==> src/rtl/pipeline_slice.sv <==
// Pipeline register slice with valid/ready handshake, flush and optional skid entry.
// Empty slots always present BUBBLE_VALUE downstream.
module pipeline_slice #(
    parameter int unsigned      WIDTH        = 32,
    parameter int unsigned      SKID         = 1,
    parameter logic [WIDTH-1:0] BUBBLE_VALUE = {WIDTH{1'b0}}
) (
    input  logic             clk,
    input  logic             rst,
    input  logic             flush,
    input  logic             in_valid,
    output logic             in_ready,
    input  logic [WIDTH-1:0] in_data,
    output logic             out_valid,
    input  logic             out_ready,
    output logic [WIDTH-1:0] out_data,
    output logic [1:0]       occupancy
);

    if (SKID != 0) begin : g_skid
        typedef enum logic [1:0] {
            StEmpty    = 2'd0,
            StFull     = 2'd1,
            StSkidFull = 2'd2
        } state_e;

        state_e           state_q;
        logic [WIDTH-1:0] main_q;
        logic [WIDTH-1:0] skid_q;
        logic             ready_q;
        logic             valid_q;
        logic             in_xfer;
        logic             out_xfer;

        assign in_xfer  = in_valid && ready_q;
        assign out_xfer = valid_q && out_ready;

        // ready_q and valid_q shadow the state so every output is a flop.
        always_ff @(posedge clk) begin
            if (!rst || flush) begin
                state_q <= StEmpty;
                main_q  <= BUBBLE_VALUE;
                skid_q  <= BUBBLE_VALUE;
                ready_q <= 1'b1;
                valid_q <= 1'b0;
            end else begin
                case (state_q)
                    StEmpty: begin
                        if (in_xfer) begin
                            state_q <= StFull;
                            main_q  <= in_data;
                            valid_q <= 1'b1;
                        end
                    end
                    StFull: begin
                        if (in_xfer && out_xfer) begin
                            main_q <= in_data;
                        end else if (in_xfer) begin
                            state_q <= StSkidFull;
                            skid_q  <= in_data;
                            ready_q <= 1'b0;
                        end else if (out_xfer) begin
                            state_q <= StEmpty;
                            main_q  <= BUBBLE_VALUE;
                            valid_q <= 1'b0;
                        end
                    end
                    StSkidFull: begin
                        if (out_xfer) begin
                            state_q <= StFull;
                            main_q  <= skid_q;
                            skid_q  <= BUBBLE_VALUE;
                            ready_q <= 1'b1;
                        end
                    end
                    default: begin
                        state_q <= StEmpty;
                        main_q  <= BUBBLE_VALUE;
                        skid_q  <= BUBBLE_VALUE;
                        ready_q <= 1'b1;
                        valid_q <= 1'b0;
                    end
                endcase
            end
        end

        assign in_ready  = ready_q;
        assign out_valid = valid_q;
        assign out_data  = main_q;
        assign occupancy = state_q;
    end else begin : g_direct
        logic             valid_q;
        logic [WIDTH-1:0] main_q;

        // Legacy stall behaviour: downstream ready passes straight through.
        assign in_ready = !valid_q || out_ready;

        always_ff @(posedge clk) begin
            if (!rst || flush) begin
                valid_q <= 1'b0;
                main_q  <= BUBBLE_VALUE;
            end else if (in_valid && in_ready) begin
                valid_q <= 1'b1;
                main_q  <= in_data;
            end else if (valid_q && out_ready) begin
                valid_q <= 1'b0;
                main_q  <= BUBBLE_VALUE;
            end
        end

        assign out_valid = valid_q;
        assign out_data  = main_q;
        assign occupancy = {1'b0, valid_q};
    end

endmodule

==> config.mk <==
export PLATFORM = sky130hd
export DESIGN_NAME = pipeline_slice
export DESIGN_NICKNAME = d
export VERILOG_FILES = /design/src/rtl/pipeline_slice.sv
export SDC_FILE = /design/constraint.sdc
export NUM_CORES = 1
export LEC_CHECK = 0
export CAP_MARGIN = 0
export CORE_MARGIN = 2
export CORE_UTILIZATION = 49
export CTS_CLUSTER_SIZE = 28
export DETAILED_ROUTE_END_ITERATION = 6
export PLACE_DENSITY = 0.86
export SLEW_MARGIN = 20
export SYNTH_ARGS = -nofsm -noshare
export SYNTH_HDL_FRONTEND = slang
export SYNTH_SLANG_ARGS = --single-unit
==> constraint.sdc <==
create_clock -name clk -period 1.5 [get_ports clk]
set_input_delay 0.3 -clock clk [delete_from_list [all_inputs] [get_ports clk]]
set_output_delay 0.3 -clock clk [all_outputs]
set_load 0.01 [all_outputs]
Word-level counts from Yosys, hierarchy flattened --
Cells that the tools add are included. W data, S select, Z words.
Word-level totals: bits in registers 68, latch bits 0, memory bits (writable) 0, memory bits (read-only) 0, input bits 37, output and inout bits 36, memories 0
Cells by class: $add $sub $neg 0, multipliers 0, divide/modulo/power cells 0, $lt $le $gt $ge 0, eq/ne operators 11, shift-type cells 0, multiplexer cells 23, bitwise gates (word level) 2, reduce and logical (&&, ||, !) cells 10
Operators with widths (count):
- $mux W32 | 6
- $pmux W32 S3 | 2
- $ne A2 B2 Y1 const B | 6
- $reduce_and A4 Y1 | 3
- $mux W2 | 5
- $ne A3 B3 Y1 const B | 3
- $mux W1 | 7
- $pmux W1 S3 | 2
- $pmux W2 S3 | 1
- $reduce_and A5 Y1 | 1
- $logic_and A1 B1 Y1 | 3
- $eq A2 B1 Y1 const B | 1
- $eq A2 B2 Y1 const B | 1
- $logic_not A2 Y1 | 1
- $not A1 Y1 | 2
- $logic_not A1 Y1 | 1
- $logic_or A1 B1 Y1 | 1

Longest topological paths before layout --
Gate-level depths: netlist of the first run.
depth in word-level cells 5, mapped depth 7

Worst setup path before layout of the first run --
No wires, ideal clock.
path type flip-flop to flip-flop, from register g_skid.state_q[1], in the netlist occupancy[1], to register g_skid.skid_q[0], setup time 72 ps, arrival 1306 ps, required time 1428 ps, setup slack 122 ps, stages on the path, launching flop included 6, path buffers 2, path through dfxtp_1 buf_2 a31oi_1 nor2_2 buf_6 mux2i_1
Between the ends: cells in the longest elaborated chain, start to end 3, elaborated cells on any way between the ends 9, classes of those cells eq/ne: 5; mux: 1; bitwise: 1; reduce/logical: 2
RTL lines:
- from (decl) | line 27 | state_e state_q;
- from (signal assigned) | line 41 | state_q <= StEmpty;
- from (signal assigned) | line 50 | state_q <= StFull;
- from (signal assigned) | line 59 | state_q <= StSkidFull;
- $eq A2 B1 Y1 (tied with other cells) | line 47 | case (state_q)
- $ne A2 B2 Y1 (no source line) or $not A1 Y1 (tied branches)
- $reduce_and A4 Y1 (no source line)
- to (signal assigned) | line 60 | skid_q <= in_data;
- to (decl) | line 29 | logic [WIDTH-1:0] skid_q;
Parallel ways exist; a longest one is shown, timed or not. A chain may end at the register's enable or synchronous reset.

Final worst setup path of the first run --
from register g_skid.ready_q, in the netlist in_ready, to register g_skid.main_q[3], in the netlist out_data[3]
Between the ends: cells in the longest elaborated chain, start to end 4, elaborated cells on any way between the ends 8, classes of those cells eq/ne: 3; mux: 2; reduce/logical: 3
RTL lines:
- from (decl) | line 30 | logic ready_q;
- from (signal assigned) | line 44 | ready_q <= 1'b1;
- from (signal assigned) | line 61 | ready_q <= 1'b0;
- from (signal assigned) | line 73 | ready_q <= 1'b1;
- $logic_and A1 B1 Y1 * | line 35 | assign in_xfer = in_valid && ready_q;
- $logic_and A1 B1 Y1 | line 56 | if (in_xfer && out_xfer) begin
- $ne A3 B3 Y1 (no source line) or $mux W32 (tied branches)
- $reduce_and A4 Y1 (no source line) or $pmux W32 S3 (tied branches)
- to (signal assigned) | line 51 | main_q <= in_data;
- to (signal assigned) | line 57 | main_q <= in_data;
- to (signal assigned) | line 71 | main_q <= skid_q;
- to (decl) | line 28 | logic [WIDTH-1:0] main_q;
Every way passes the cells marked *; elsewhere a longest branch is shown, timed or not.

==> metrics.log, run 1 <==
[metrics] arrival time of data at the critical path endpoint: roughly 1.8 ns
[metrics] number of hold-slack violations in the final timing report: 0
[metrics] fraction of layout cells with a size suffix above 1: 0.235
[metrics] number of placement rows: 28
[metrics] synthesized area per cell: about 11 um2
[metrics] post-DP HPWL: roughly 4.8 mm
[metrics] maximum number of pins on one net before global-route repair: 33
[metrics] least setup slack across all paths after layout: -0.0157 ns
[metrics] Worst Skew: 0.00914 ns
[metrics] initial core utilization: 0.511
[metrics] setup repair after global routing missed its margin: yes
[metrics] detailed-routing iteration count for the pre-antenna-repair pass: 4
[metrics] setup violators final: 7
[metrics] Layout Area Growth over Synthesis: 40.6%
[metrics] via/cell ratio: 5.55
[metrics] leading cell types in the layout, fill and taps excluded: sky130_fd_sc_hd__nand2_1, sky130_fd_sc_hd__dfxtp_1, sky130_fd_sc_hd__mux2i_1, sky130_fd_sc_hd__dlygate4sd2_1, sky130_fd_sc_hd__clkdlybuf4s50_1
[metrics] max-capacitance violation count: 0
[metrics] Hold Crit Class: reg2reg
[metrics] CTS tree: built
[metrics] number of enable flip-flop cells after synthesis: 0
[metrics] Syn Nets: 317
[metrics] insertion delay to the later sink of the worst-skew pair: around 0.33 ns
[metrics] weighted congestion reported at the end of routability-driven placement: 0.790
[metrics] cell leakage power: 0.00164 uW
[metrics] Core Box Area: roughly 6000 um2
[metrics] register bit total from synthesis: 68
[metrics] number of vias after detailed routing: 2521
[metrics] total count of max-transition violations in the final report: 0
[metrics] number of antenna violations at the first check in global routing: 0
[metrics] overflow left after global routing: 0
[metrics] DIE AREA: 6900 um2
[metrics] time the final worst path needs with I/O delays and setup: 1.52 ns
[metrics] number of global-route vias before repair: ~2.5k
[metrics] final layout net count: a little over 400
[metrics] most frequent standard cell in the layout excluding fill and tap cells: sky130_fd_sc_hd__nand2_1
[metrics] post-layout total power: 3980 uW
[metrics] count of routing violations after the opening detailed-route iteration: 130
[metrics] violations in the final reports: negative setup slack
[metrics] VDD IR-drop max: 0.490 mV
[metrics] DR DRC count: 0
[metrics] netlist area before placement: around 3000 um2
[metrics] worst-path fanout max: 15
[metrics] fraction of synthesis flops using an asynchronous set or reset pin: 0
[metrics] instance count after placement with tap cells included: around 430
[metrics] slew at the pin closest to its max-slew limit: slightly above 0.5 ns
[metrics] Port-buffer cells: 72
[metrics] aggregate routed wire length: about 8 mm
[metrics] headroom to the max-slew limit: 0.661
[metrics] status: finished, violations left
[metrics] launching element type of the critical path: flip-flop
[metrics] number of H-tree levels: 3
[metrics] CTS sink count: 68
[metrics] number of buffers created by CTS: 9
[metrics] ANT cells: 0
[metrics] Tot GR Track Use: 0.215
[metrics] yosys warns: 0
[metrics] fin cells: 454
[metrics] maximum achievable frequency: approximately 0.66 GHz
[metrics] predominant post-synthesis flop cell: sky130_fd_sc_hd__dfxtp_1
[metrics] Cell Pwr Density: 924 nW/um2
[metrics] number of buffers on the longest clock path: 2
[metrics] Clock transition at path regs: 0.07 ns
[metrics] share of the yosys chip area belonging to registers: 0.444
[metrics] share of the clock period used by the worst path after layout: 1.01
[metrics] setup total negative slack: -0.0461 ns
[metrics] Post-Syn Instances: 280
[metrics] die span in x: 83.1 um
[metrics] Critical Path Sink Type: flip-flop
[metrics] detailed-route wire length per cell: 17.7 um
[metrics] boundary pin count: 73
[metrics] pre-CTS setup slack: -0.788 ns
[metrics] cell at the root of the clock tree: sky130_fd_sc_hd__clkbuf_8
[metrics] library cells used by synthesis: 28
[metrics] kind of critical path: reg2reg
[metrics] WP data required: 1.76 ns
[metrics] number of antenna-violating nets in the routed design: 0
[metrics] first-pass GRT wire length: 12.0 mm
[metrics] height of the chip: approximately 83 um
[synth_stat cells, types with 2 or more instances]
cell type,n,area [um2]
sky130_fd_sc_hd__a21oi_1,3,15.0
sky130_fd_sc_hd__a31oi_1,2,12.5
sky130_fd_sc_hd__and2_1,2,12.5
sky130_fd_sc_hd__buf_2,6,30.0
sky130_fd_sc_hd__buf_4,6,45.0
sky130_fd_sc_hd__buf_6,6,67.6
sky130_fd_sc_hd__clkbuf_1,3,11.3
sky130_fd_sc_hd__dfxtp_1,68,1360
sky130_fd_sc_hd__mux2i_1,64,641
sky130_fd_sc_hd__nand2_1,69,259
sky130_fd_sc_hd__nor2_1,3,11.3
sky130_fd_sc_hd__nor2b_1,2,12.5
sky130_fd_sc_hd__o2bb2ai_1,3,26.3
sky130_fd_sc_hd__o2bb2ai_2,29,435
[final timing paths]
check	startpoint	end	depth (start not counted)	slack, ns
setup / recovery	in_ready	out_data[3]	7	-0.02
hold / removal	g_skid.skid_q[17]	g_skid.skid_q[17]	2	0.46
setup reg to reg	in_ready	out_data[3]	7	-0.02
hold reg to reg	g_skid.skid_q[17]	g_skid.skid_q[17]	2	0.46
[registers in the layout, summed over array words and instances, names as in the netlist]
| signal | flops |
|---|---|
| occupancy | 2 |
| out_valid | 1 |
| out_data | 32 |
| g_skid.skid_q | 32 |
| in_ready | 1 |
[area by class of cell]
type | instances | area, um2
Clock inverter | 5 | 77.6
Timing Repair Buffer | 104 | 1040
Tap cell | 75 | 93.8
Clock buffer | 10 | 128
Sequential cell | 68 | 1370
Multi-Input combinational cell | 192 | 1610
Fill cell | 433 | 1680
[per-stage QoR]
step                      hold slack, ns  utilization  instance area (um2)
after global routing               0.483        0.719                 4310
after global placement             0.441        0.659                 3950
after CTS                          0.461        0.697                 4180
after floorplan                    0.434            -                 3060
final                              0.464        0.719                 4310
after detailed placement           0.447        0.659                 3950
[kinds of logic (layout without fill, tap and decap cells)]
logic type | Yosys count | count (layout) | synth area share
buffers and inverters | 21 | 119 | 0.0502
multiplexers | 64 | 64 | 0.209
AO/OA/AOI/OAI | 44 | 44 | 0.184
AND/OR/NAND/NOR | 83 | 84 | 0.112
flip-flops | 68 | 68 | 0.444
[worst max-delay path: stages, from the launching register on]
cell                        delay, ns
sky130_fd_sc_hd__dfxtp_1         0.35
sky130_fd_sc_hd__buf_4           0.16
sky130_fd_sc_hd__nand2_1         0.18
sky130_fd_sc_hd__nand2_1         0.13
sky130_fd_sc_hd__a21oi_4         0.19
sky130_fd_sc_hd__buf_12          0.14
sky130_fd_sc_hd__buf_12          0.16
sky130_fd_sc_hd__o2bb2ai_2       0.11
[where the power goes]
part	leakage, uW	total, uW	switching, uW	internal, uW
combinational	0.000990	506	242	265
sequential	0.000551	1870	28.3	1840
clock	0.000102	1600	682	922
[layer usage]
metal / routed length (um) / vias to the layer above / track usage
met4: 218 / 0 / 0.0894
met1: 3390 / 1220 / 0.263
met2: 3930 / 98 / 0.362
met5: 0 / - / 0
li1: - / 1181 / -
met3: 486 / 22 / 0.0487
[what timing repair did]
action,4_1_cts,5_1_grt
hold buffers,0,0
setup endpoints to repair,100,65
endpoints found under the hold margin,0,0
gates resized for setup,40,9
pin swaps,3,2
cloned,1,2
setup buffers,4,5
Note: power is estimated with default switching activity, not from simulation.
==> run 2, diff against run 1 <==
GPL_ROUTABILITY_DRIVEN = 0   (was unset)
==> results of run 2 <==
Final layout, timing and power as in run 1 (identical DEF).
